$ cat src/rtl/rect_filler.sv
// Rectangle fill engine: clips an inclusive pixel rectangle to the frame and writes it as
// 8-pixel two-beat bursts to the DDR2 address / write-data FIFOs, byte-masking partial edges.
module rect_filler #(
    parameter int unsigned FRAME_W = 800,
    parameter int unsigned FRAME_H = 600,
    parameter int unsigned X_BITS  = 10,
    parameter int unsigned Y_BITS  = 10
) (
    input  logic              clk,
    input  logic              rst,
    input  logic              valid,
    input  logic [23:0]       color,
    input  logic [X_BITS-1:0] x0,
    input  logic [X_BITS-1:0] x1,
    input  logic [Y_BITS-1:0] y0,
    input  logic [Y_BITS-1:0] y1,
    input  logic [31:0]       frame_base,
    input  logic              af_full,
    input  logic              wdf_full,
    output logic [30:0]       af_addr_din,
    output logic              af_wr_en,
    output logic [127:0]      wdf_din,
    output logic [15:0]       wdf_mask_din,
    output logic              wdf_wr_en,
    output logic              ready,
    output logic              done
);

    typedef enum logic [1:0] {StIdle, StCmd, StBeat2} state_e;

    state_e            state_q;
    logic [23:0]       color_q;
    logic [5:0]        fb_q;
    logic [X_BITS-1:0] x0_q, x1_q, bx_q;
    logic [Y_BITS-1:0] y_q, y1_q;
    logic              done_q;

    logic [X_BITS-1:0] x1_clip;
    logic [Y_BITS-1:0] y1_clip;
    logic              cmd_empty;
    logic              last_col;
    logic              last_row;
    logic              unused_fb;

    assign unused_fb = ^{frame_base[31:28], frame_base[21:0]};

    assign x1_clip = (32'(x1) > FRAME_W - 1) ? X_BITS'(FRAME_W - 1) : x1;
    assign y1_clip = (32'(y1) > FRAME_H - 1) ? Y_BITS'(FRAME_H - 1) : y1;

    assign cmd_empty = (x0 > x1_clip) || (y0 > y1_clip) ||
                       (32'(x0) >= FRAME_W) || (32'(y0) >= FRAME_H);

    // One extra bit so bx+8 cannot wrap at the top of the coordinate range.
    assign last_col = ({1'b0, bx_q} + (X_BITS+1)'(8)) > {1'b0, x1_q};
    assign last_row = (y_q == y1_q);

    always_ff @(posedge clk or negedge rst) begin
        if (!rst) begin
            state_q <= StIdle;
            color_q <= '0;
            fb_q    <= '0;
            x0_q    <= '0;
            x1_q    <= '0;
            bx_q    <= '0;
            y_q     <= '0;
            y1_q    <= '0;
            done_q  <= 1'b0;
        end else begin
            done_q <= 1'b0;
            case (state_q)
                StIdle: begin
                    if (valid) begin
                        color_q <= color;
                        fb_q    <= frame_base[27:22];
                        x0_q    <= x0;
                        x1_q    <= x1_clip;
                        y1_q    <= y1_clip;
                        bx_q    <= {x0[X_BITS-1:3], 3'b000};
                        y_q     <= y0;
                        if (cmd_empty) begin
                            done_q <= 1'b1;
                        end else begin
                            state_q <= StCmd;
                        end
                    end
                end
                StCmd: begin
                    if (!af_full && !wdf_full) begin
                        state_q <= StBeat2;
                    end
                end
                StBeat2: begin
                    if (!wdf_full) begin
                        if (last_col) begin
                            bx_q <= {x0_q[X_BITS-1:3], 3'b000};
                            if (last_row) begin
                                state_q <= StIdle;
                                done_q  <= 1'b1;
                            end else begin
                                y_q     <= y_q + Y_BITS'(1);
                                state_q <= StCmd;
                            end
                        end else begin
                            bx_q    <= bx_q + X_BITS'(8);
                            state_q <= StCmd;
                        end
                    end
                end
                default: state_q <= StIdle;
            endcase
        end
    end

    assign ready       = (state_q == StIdle);
    assign done        = done_q;
    assign af_wr_en    = (state_q == StCmd) && !af_full && !wdf_full;
    assign wdf_wr_en   = af_wr_en || ((state_q == StBeat2) && !wdf_full);
    assign af_addr_din = 31'({fb_q, y_q, bx_q[X_BITS-1:3], 2'b00});
    assign wdf_din     = {4{{8'd0, color_q}}};

    // Beat 0 covers bx..bx+3, beat 1 covers bx+4..bx+7; everything is masked while idle.
    always_comb begin
        logic [X_BITS:0] col;
        col          = '0;
        wdf_mask_din = 16'hFFFF;
        if (state_q != StIdle) begin
            for (int k = 0; k < 4; k++) begin
                col = {1'b0, bx_q} + (X_BITS+1)'(k) +
                      ((state_q == StBeat2) ? (X_BITS+1)'(4) : (X_BITS+1)'(0));
                wdf_mask_din[4*k +: 4] = ((col < {1'b0, x0_q}) || (col > {1'b0, x1_q})) ?
                                         4'hF : 4'h0;
            end
        end
    end

endmodule
$ cat config.mk
export PLATFORM = sky130hd
export DESIGN_NAME = rect_filler
export DESIGN_NICKNAME = d
export VERILOG_FILES = /design/src/rtl/rect_filler.sv
export SDC_FILE = /design/constraint.sdc
export NUM_CORES = 1
export LEC_CHECK = 0
export CAP_MARGIN = 20
export CORE_MARGIN = 1.5
export CORE_UTILIZATION = 43
export DETAILED_ROUTE_END_ITERATION = 6
export PLACE_DENSITY = 0.83
export SLEW_MARGIN = 30
export SYNTH_ARGS = -nofsm -noshare
export SYNTH_HDL_FRONTEND = slang
export SYNTH_SLANG_ARGS = --single-unit
$ cat constraint.sdc
create_clock -name clk -period 4.5 [get_ports clk]
set_input_delay 1.35 -clock clk [delete_from_list [all_inputs] [get_ports clk]]
set_output_delay 1.35 -clock clk [all_outputs]
set_load 0.05 [all_outputs]
==> metrics.md <==
| Metric | Value |
|---|---|
| Status | finished clean |
| Synth area leader | dfrtp_1 |
| Slew HR | 47.2% |
| Clock Path Buffers | 2 |
| Buf+Inv Stages, Crit Path | 1 |
| Number of synthesis warnings | 0 |
| Die Wd | 125 um |
| Input/output buffers | 213 |
| Crit-path slowest cell | a2111oi_0 |
| Setup TNS | 0 ps |
| Max FO, Critical Path | 4 |
| Largest net degree at the start of global routing | 67 |
| Total wire length | 17.2 mm |
| Ys async rst share | 100% |
| Startpoint types | flop |
| CP peak stage delay | 410 ps |
| Row count | 44 |
| Final Hold Fails | 0 |
| Register area share after synthesis | 31.2% |
| RePlAce Congestion | 0.921 |
| CP required | 3150 ps |
| Average wire per standard cell | 15.9 um |
| Gr usage total | 21.6% |
| Fin crit share | 95.7% |
| Critical Path Sink Type | output pin |
| TritonRoute pass-1 iters | 5 |
| RSZ-0062 raised after global routing | no |
| Delay-heaviest family, CP | compound AO/OA/AOI/OAI gates |
| DRC Markers | 0 |
| Reg clk slew, reported paths | 60 ps |
| H-Tree Depth | 3 |
| Setup CP Type | flop to output pin |
| Vias post-DR | 5,699 |
| Worst-path cell chain | ha_1 > ha_1 > a21o_1 > a21o_1 > a2111oi_0 > o31ai_1 > o41ai_1 > o2111ai_2 > buf_4 |
| Antenna Nets Post-Route | 0 |
| Synth Instances | 775 |
| Syn avg cell area | 8.29 um2 |
| Post-synth EDFFs | 0 |
| Worst Path Arrival | 2960 ps |
| Largest cells by area after synthesis | dfrtp_1 (31%), buf_4 (15%), ha_1 (13%) |
| Number of CTS-inserted buffers | 9 |
| Fillcell total | 1,316 |
| Post-CTS Hold Buffers | 0 |
| Clock sinks | 80 |
| Global-route wire length before repair | 27.6 mm |
| Worst r2r src | bx_q[5]$_DFFE_PN0P_ |
| Clk_lat worst skew | 340 ps |
| Initial antenna violation count | 0 |
| Tmin final | 4310 ps |
| Clk root buf | clkbuf_16 |
| Commonest cells in the netlist | nand2_1 (155), buf_4 (126), dfrtp_1 (80), ha_1 (66), o21ai_0 (51) |
| Most common cell in the synthesized netlist | nand2_1 |
| FF+latch count, synth | 80 |
| Layout area overhead | 29.0% |
| Crit path from | bx_q[3]$_DFFE_PN0P_ |
| Mean number of vias per cell | 5.27 |
| Final Max Tran Viols | 0 |
| N_diodes | 0 |
| Worst-margin pin slew | 787 ps |
| Synth Cell Area | 0.00642 mm2 |
| Max Freq | 0.232 GHz |
| Hold Crit Class | flop to flop |
| Clock Skew | 8.14 ps |
| Initial Util | 44.2% |
| Area fraction of the dominant cell type after synthesis | 31.2% |
| Max-cap violations | 0 |
| Post-synth top flop | dfrtp_1 |
| Vias in the first global route | 5,377 |
| Core Region | 0.0145 mm2 |
| CTS tree | yes |
| Final setup violation count | 0 |
| # IOs | 280 |
| Iter 0 DRT Violations | 462 |
| Post-layout net count | 1,059 |
| Die H | 125 um |
| DP HPWL | 13.4 mm |
| DIE AREA | 0.0157 mm2 |
| Worst Hold Launch | fb_q[5]$_DFFE_PN0P_ |
| Global route overflow | 0 |
| Layout cells sized above 1 | 7.02% |
| Distinct cells, synth | 63 |
[kinds of logic after synthesis]
group           share of synthesized area (%)
xor+xnor                                 2.59
simple gates                             20.1
mux                                     0.351
other cells                            0.0584
buf+inv                                  18.6
compound gates                           14.3
fa+ha+maj                                12.9
flops                                    31.2
[tightest hold or removal path: cells and delay by family (launching register included)]
kind,cells,cell delay [ps]
AND/OR/NAND/NOR,2,110
flip-flops,1,340
[flip-flops by register name (all words and copies together) (netlist names)]
register  flops
y_q          10
bx_q          7
y1_q         10
x0_q         10
fb_q          6
x1_q         10
state_q       2
done          1
color_q      24
[through the flow]
stage	cells	hold WS (ps)	utilization, %	instance area [um2]	setup WS (ps)
2_1_floorplan	815	450	-	6580	47.9
5_1_grt	1081	508	57.0	8290	2.84
3_5_place_dp	1065	464	54.9	7980	334
4_1_cts	1081	479	57.0	8280	84.0
6_report	1081	478	57.0	8290	195
3_3_place_gp	1065	457	54.9	7980	407
[layout make-up]
| cell class | count | area [um2] | area share, % |
|---|---|---|---|
| Clock buffer | 12 | 246 | 2.97 |
| Multi-Input combinational cell | 547 | 3390 | 40.9 |
| Inverter | 29 | 109 | 1.31 |
| Clock inverter | 4 | 53.8 | 0.649 |
| Sequential cell | 80 | 2000 | 24.2 |
| Timing Repair Buffer | 225 | 2260 | 27.2 |
| Tap cell | 184 | 230 | 2.78 |
[metal layers]
| layer | global-route usage (%) | share of wire (%) | vias to the layer above |
|---|---|---|---|
| li1 | - | - | 2735 |
| met1 | 26.7 | 42 | 2703 |
| met2 | 38.5 | 51 | 238 |
| met3 | 3.29 | 5.7 | 23 |
| met4 | 7.09 | 1.5 | 0 |
| met5 | 0 | 0 | - |
[worst paths after layout]
path	end	slack (ps)	cells after the start
worst max-delay path	wdf_mask_din[3]	190	9
worst min-delay path	fb_q[5]$_DFFE_PN0P_	480	2
worst max register to register	y_q[7]$_DFFE_PN0P_	1390	10
worst min register to register	fb_q[5]$_DFFE_PN0P_	480	2
max in group asynchronous	color_q[22]$_DFFE_PN0P_	2630	2
min in group asynchronous	color_q[14]$_DFFE_PN0P_	1070	1
[cell usage in the layout (no fill, tap or decap), types with 10 or more instances in the layout]
cell / instances
conb_1: 41
buf_4: 22
dfrtp_1: 80
o21ai_0: 50
xor2_1: 10
nand2b_1: 11
inv_1: 29
a21oi_1: 22
ha_1: 66
clkdlybuf4s50_1: 194
nor3_1: 16
nand2_1: 154
nor2_1: 31
nand3_1: 22
nand4_1: 13
[repair_timing]
action | CTS | global route
endpoints found under the setup margin | 0 | 4
gates resized for setup | 0 | 4
endpoints found under the hold margin | 0 | 0
buffers inserted | 0 | 0
Power is not shown: default switching activity piles up to over one toggle a cycle in this logic, so the estimate is an artifact.
